[src/rtl/padd_sat_seq.sv]
// Multi-beat sequencer feeding one DW-bit lane per cycle to the packed saturating ALU.
// Optional sticky saturation flag is built only when SATU_STICKY_EN is defined.
module padd_sat_seq #(
  parameter int DW     = 16,
  parameter int NBEATS = 2
) (
  input  logic                 clk,
  input  logic                 rst,
  input  logic                 req_valid,
  output logic                 req_ready,
  input  logic [1:0]           req_op,
  input  logic [DW*NBEATS-1:0] req_a,
  input  logic [DW*NBEATS-1:0] req_b,
  output logic [DW-1:0]        alu_a,
  output logic [DW-1:0]        alu_b,
  output logic                 alu_s1,
  output logic                 alu_sat,
  output logic                 alu_sub,
  input  logic [DW-1:0]        alu_res,
  input  logic [1:0]           alu_v,
  output logic                 rsp_valid,
  input  logic                 rsp_ready,
  output logic [DW*NBEATS-1:0] rsp_data,
  output logic                 rsp_sat,
  output logic                 sticky_sat,
  input  logic                 sticky_clr
);

  localparam int W  = DW * NBEATS;
  localparam int BW = (NBEATS > 1) ? $clog2(NBEATS) : 1;

  typedef enum logic [1:0] {
    S_IDLE,
    S_EXEC,
    S_DONE
  } state_t;

  state_t        state;
  state_t        state_nxt;
  logic [BW-1:0] beat;
  logic [1:0]    op_q;
  logic [W-1:0]  a_q;
  logic [W-1:0]  b_q;
  logic          accept;
  logic          last_beat;
  logic          lane_sat;

  assign accept    = req_valid && (state == S_IDLE);
  assign last_beat = (beat == BW'(NBEATS - 1));

  // Word mode only reports the word overflow flag; wrap-around ADD never flags.
  assign lane_sat = alu_sat && (alu_s1 ? (alu_v[1] || alu_v[0]) : alu_v[1]);

  always_ff @(posedge clk) begin
    if (rst) begin
      state <= S_IDLE;
    end else begin
      state <= state_nxt;
    end
  end

  always_comb begin
    state_nxt = state;
    req_ready = 1'b0;
    rsp_valid = 1'b0;
    alu_a     = '0;
    alu_b     = '0;
    alu_s1    = 1'b0;
    alu_sat   = 1'b0;
    alu_sub   = 1'b0;
    case (state)
      S_IDLE: begin
        req_ready = 1'b1;
        if (req_valid) begin
          state_nxt = S_EXEC;
        end
      end
      S_EXEC: begin
        alu_a   = a_q[beat*DW +: DW];
        alu_b   = b_q[beat*DW +: DW];
        alu_s1  = op_q[1];
        alu_sat = (op_q != 2'b00);
        alu_sub = (op_q == 2'b11);
        if (last_beat) begin
          state_nxt = S_DONE;
        end
      end
      S_DONE: begin
        rsp_valid = 1'b1;
        if (rsp_ready) begin
          state_nxt = S_IDLE;
        end
      end
      default: begin
        state_nxt = S_IDLE;
      end
    endcase
  end

  // Accept clears the previous response so it can never leak into the new one.
  always_ff @(posedge clk) begin
    if (rst) begin
      beat     <= '0;
      op_q     <= 2'b00;
      a_q      <= '0;
      b_q      <= '0;
      rsp_data <= '0;
      rsp_sat  <= 1'b0;
    end else if (accept) begin
      beat     <= '0;
      op_q     <= req_op;
      a_q      <= req_a;
      b_q      <= req_b;
      rsp_data <= '0;
      rsp_sat  <= 1'b0;
    end else if (state == S_EXEC) begin
      rsp_data[beat*DW +: DW] <= alu_res;
      rsp_sat                 <= rsp_sat || lane_sat;
      if (!last_beat) begin
        beat <= beat + 1'b1;
      end
    end
  end

`ifdef SATU_STICKY_EN
  logic sticky_q;

  // A new saturation event outranks a simultaneous clear so it is never lost.
  always_ff @(posedge clk) begin
    if (rst) begin
      sticky_q <= 1'b0;
    end else if (rsp_valid && rsp_ready && rsp_sat) begin
      sticky_q <= 1'b1;
    end else if (sticky_clr) begin
      sticky_q <= 1'b0;
    end
  end

  assign sticky_sat = sticky_q;
`else
  logic unused_sticky_clr;

  assign unused_sticky_clr = sticky_clr;
  assign sticky_sat        = 1'b0;
`endif

endmodule

[config.mk]
export PLATFORM = sky130hd
export DESIGN_NAME = padd_sat_seq
export DESIGN_NICKNAME = d
export VERILOG_FILES = /design/src/rtl/padd_sat_seq.sv
export SDC_FILE = /design/constraint.sdc
export NUM_CORES = 1
export LEC_CHECK = 0
export ABC_CLOCK_PERIOD_IN_PS = 2800
export CELL_PAD_IN_SITES_DETAIL_PLACEMENT = 1
export CELL_PAD_IN_SITES_GLOBAL_PLACEMENT = 2
export CORE_ASPECT_RATIO = 0.9
export CORE_UTILIZATION = 25
export CTS_CLUSTER_DIAMETER = 150
export CTS_CLUSTER_SIZE = 16
export DETAILED_ROUTE_END_ITERATION = 10
export PLACE_DENSITY_LB_ADDON = 0.1
export SYNTH_ARGS = -nofsm -noshare
export SYNTH_HDL_FRONTEND = slang
export SYNTH_SLANG_ARGS = --single-unit
[constraint.sdc]
create_clock -name clk -period 2.8 [get_ports clk]
set_clock_uncertainty 0.2 [all_clocks]
set_input_delay 0.56 -clock clk [delete_from_list [all_inputs] [get_ports clk]]
set_output_delay 0.56 -clock clk [all_outputs]
set_load 0.005 [all_outputs]
---- Word-level counts from Yosys, hierarchy flattened ----
Index checks and enable logic that the tools add are counted.
word-level totals
  memories kept ........................... 0
  register bits ........................... 102
  bits in read-only memories .............. 0
  latch bits .............................. 0
  RAM bits ................................ 0
  output and inout port bits .............. 71
  input bits .............................. 89
  word-level logic and storage cells ...... 41
operators by class
  $lt $le $gt $ge ......................... 0
  shift operators ......................... 4
  bitwise gates (word level) .............. 0
  div/mod/pow operators ................... 0
  mux-type cells .......................... 14
  add/subtract/negate cells ............... 2
  equality and inequality tests ........... 6
  multipliers ............................. 0
  reductions and logical operators ........ 8
operator list
  cell                                                                      count
  32-bit by 6-bit indexed part select with 16-bit output                    2
  5-bit negation with 34-bit output                                         1
  16-bit by 34-bit variable shift with 32-bit output, first input constant  1
  16-bit by 34-bit indexed part select with 32-bit output                   1
  32-bit bitwise mux                                                        1
  16-bit two-way mux                                                        2
  1-bit two-way mux                                                         7
  2-bit two-way mux                                                         3
  2-bit inequality test, second input constant                              3
  2-bit case mux with 3 select lines                                        1
  2-bit equality test, second input constant                                2
  3-bit AND reduction                                                       1
  2-bit by 1-bit equality test with 1-bit output, second input constant     1
  1-bit logical AND                                                         2
  2-bit zero test                                                           1
  1-bit logical OR                                                          2
  2-bit nonzero test                                                        1
  2-bit OR reduction                                                        1
  1-bit adder, second input constant                                        1

---- Logic depth before layout (Yosys ltp) ----
  depth after elaboration ................. 5
  mapped depth ............................ 6
  gate-level depth less buffers ........... 3

---- Worst setup path before layout ----
No wires, ideal clock.
  path type ............................... reg-to-output
  from .................................... reg state[0]
  to ...................................... out alu_a[10]
  buffers on the path ..................... 2
  cell stages (with the launch flop) ...... 5
  path slack .............................. 0.858 ns
  required time ........................... 2.040 ns
  arrival time ............................ 1.182 ns
  path through ............................ dfxtp_1 -> nor3b_2 -> buf_4 -> buf_4 -> a22o_1
on the way
  longest elaborated chain between the ends .. 2
ends and longest elaborated chain
  item                                            RTL line  text
  start: declaration                              38        state_t state;
  start signal: assignment                        58        state <= state_nxt;
  2-bit by 1-bit equality test with 1-bit output  71        case (state)
  16-bit two-way mux                              71
  end: declaration                                14        output logic [DW-1:0] alu_a,
No other way between the ends.

---- Worst setup path after layout ----
  from .................................... reg state[1]
  to ...................................... out alu_b[4]
on the way
  longest elaborated chain between the ends .. 2
ends and longest elaborated chain
  item                                            RTL line  text
  2-bit by 1-bit equality test with 1-bit output  71
  16-bit two-way mux                              71
  end: declaration                                15        output logic [DW-1:0] alu_b,
No other way between the ends.

==> run metrics <==
CP max FO=17; worst r2r src=state[1]; minimum clock period=2.73 ns; Port Buffers=157; hold wc startpoint=rsp_data[18]; slowest stage cell, crit path=clkdlybuf4s50_1; vias in the first global route=3686; Critical Path Max Stage Delay=0.50 ns; clk_lat worst skew=0.35 ns; part of the power in combinational logic=15.7%; grt ovf=0; fillers=1768; DP HPWL=8160 um; ant diodes=0; CTS clk-pin slew, worst paths=0.06 ns; H-tree depth=3; peak supply drop=0.291 mV; Synth Register Bits=102; Synth Area in Adders=0%; drt initial violations=139; CP Capture Type=output port; layout cells sized above 1=5.64%; Synth Area in Compound Gates=18.4%; post-synthesis cell type count=22; Setup CP Type=reg -> out; std cell rows=43; placed insts=807; total power per unit cell area=531 nW/um2; Worst slew margin=51.9%; Die ar.=16200 um2; Post-Synthesis Cell Area=3920 um2; Hold Slack=0.254 ns; CP arrival=1.97 ns; Avg WL per Cell=14.9 um; wirelength, routed=12200 um; f_max=366 MHz; worst-margin pin slew=0.720 ns; Clock power frac=35.5%; # DRC=0; Avg Inst Size Synth=8.28 um2; Core Region=15300 um2; first-pass GRT wire length=19200 um; initial antenna violation count=0; vias after detailed routing=3682; switching portion of total power=24.9%; area fraction of the dominant cell type after synthesis=52.1%; Num CTS Buffers=9; non-filler cells, final=823; final number of hold-violating endpoints=0; clock sinks=102; Initial Util=25.5%; HP Class=reg -> reg; chip width=134 um; Final GP Congestion=0.703; syn nets=562; Worst setup startpoint=state[1]; mux share of post-synthesis cell area=4.09%; Cell Chain, Critical Path=buf_4, and3b_2, buf_12, a22o_1, clkdlybuf4s50_1; Final Cycle Share=97.5%; Layout Utilization=39.5%; Reg power frac=48.8%; I/O pin total=160; ranking of synthesized cells by area=dfxtp_1, nand2_1, a21oi_1; Overall Global Routing Usage=15.5%; pin count of the biggest net entering global routing=56; Post-Synth XOR/XNOR Area=0%; main combinational cell family by area after synthesis=simple AND/OR/NAND/NOR gates; status=complete, no violations; Synth area leader=dfxtp_1; Die Ht=121 um; P_sw=0.000800 W; register area share after synthesis=52.1%; number of nets in the final layout=707; Final Max Slew Viols=0; Worst setup SP type=register; Setup WS pre-CTS=0.238 ns; unrepaired setup endpoints after global routing=yes; Pleak=2.46 nW; CTS tree=yes; Cells after Synth=473; synth-to-layout area growth=54.7%; Synth Area in Simple Gates=20.0%; # setup viols final=0; cell internal pwr=0.00242 W; Worst Slack Setup Final=0.0692 ns; ratio of routed vias to standard cells=4.47; drt first pass iters=6; CTS max path bufs=2; critical path data required time=2.04 ns; number of max-cap violations=0; Fin Setup TNS=0 ns; clk root buf=clkbuf_16; synth warn=0; Routed Antenna Nets=0
-- metrics by stage --
stage | power (W) | cell area (um2)
floorplan | 0.00183 | 3920
global placement | 0.00209 | 5690
detailed placement | 0.00210 | 5690
CTS | 0.00328 | 5960
global route | 0.00339 | 6060
finish | 0.00322 | 6060
-- layout by cell type, fill, tap and decap left out --
cell type | Yosys | final
mux2i_1 | 16 | 16
dlymetal6s2s_1 | 0 | 16
conb_1 | 1 | 1
buf_2 | 12 | 1
or3b_2 | 0 | 1
clkbuf_8 | 0 | 1
nand3b_1 | 1 | 1
and3_1 | 1 | 1
buf_4 | 10 | 9
nand2_1 | 164 | 164
a31oi_1 | 1 | 1
and2_1 | 1 | 1
o211ai_1 | 1 | 1
dfxtp_1 | 102 | 101
nor3b_4 | 0 | 2
buf_12 | 0 | 6
clkinv_2 | 0 | 2
clkdlybuf4s50_1 | 0 | 140
o21a_1 | 1 | 1
nor2_1 | 21 | 21
a22o_1 | 32 | 32
dfxtp_4 | 0 | 1
nor2b_1 | 2 | 1
clkbuf_1 | 16 | 2
nand2b_1 | 2 | 2
nor2b_2 | 0 | 1
a21oi_1 | 84 | 84
clkbuf_16 | 0 | 10
and3b_2 | 0 | 1
-- state kept, by name (all words and copies together) (netlist names) --
signal / flops
rsp_sat: 1
b_q: 32
beat: 1
a_q: 32
rsp_data: 32
op_q: 2
state: 2
-- area by class of cell --
type | count | area (um2) | share of cell area (%)
clock buffer | 12 | 246 | 4.07
clock inverter | 2 | 10.0 | 0.165
multi-input combinational | 332 | 1680 | 27.8
sequential | 102 | 2050 | 33.8
tap | 202 | 253 | 4.17
timing repair buffer | 173 | 1820 | 30.0
-- Yosys cell counts --
cell type and n:
and2_1 1, and3b_1 1, o211ai_1 1, a21oi_1 84, nand2b_1 2, clkbuf_1 16, buf_2 12, or3b_1 1
dfxtp_1 102, conb_1 1, nor2_1 21, nand2_1 164, nand3b_1 1, nor3b_2 2, nor2b_1 2, buf_6 1
a31oi_1 1, buf_4 10, a22o_1 32, mux2i_1 16, and3_1 1, o21a_1 1
-- worst paths after layout --
path / to / cells after the start / slack (ns)
max reg2reg: a_q[6] / 5 / 0.93
min reg2reg: rsp_data[18] / 2 / 0.25
max: alu_b[4] / 5 / 0.07
min: rsp_data[18] / 2 / 0.25
-- cell families (layout without fill, tap and decap cells) --
| kind of cell | count (synthesis) | in the layout |
|---|---|---|
| muxes | 16 | 16 |
| and+or+nand+nor | 196 | 196 |
| buffers and inverters | 39 | 187 |
| AOI/OAI and AO/OA | 119 | 119 |
| DFF | 102 | 102 |
| other | 1 | 1 |
-- power groups by stage --
stage          clock network, W  registers [W]  logic (W)
2_1_floorplan                 0        0.00159   0.000238
3_3_place_gp                  0        0.00160   0.000493
3_5_place_dp                  0        0.00160   0.000500
4_1_cts                 0.00120        0.00157   0.000504
5_1_grt                 0.00126        0.00158   0.000557
6_report                0.00114        0.00157   0.000506
-- worst max-delay path, delay by kind of cell (launching register included) --
| family | cells | cell delay, ns |
|---|---|---|
| buffers and inverters | 3 | 0.84 |
| flip-flops | 1 | 0.33 |
| AND/OR/NAND/NOR | 1 | 0.30 |
| AO/OA/AOI/OAI | 1 | 0.15 |
-- repair_timing --
action,4_1_cts,5_1_grt
setup endpoints to repair,32,35
gates cloned,0,1
endpoints found under the hold margin,0,0
setup buffers,0,1
hold buffers,0,0
gates resized for setup,5,23
-- routing by layer --
metal	share of wire [%]	global-route usage [%]	vias up
met3	7.6	6.00	11
met4	0.87	4.05	0
li1	-	-	1859
met1	45	18.3	1708
met5	0	0	-
met2	46	26.0	104
Power figures use the tool's default switching activity.
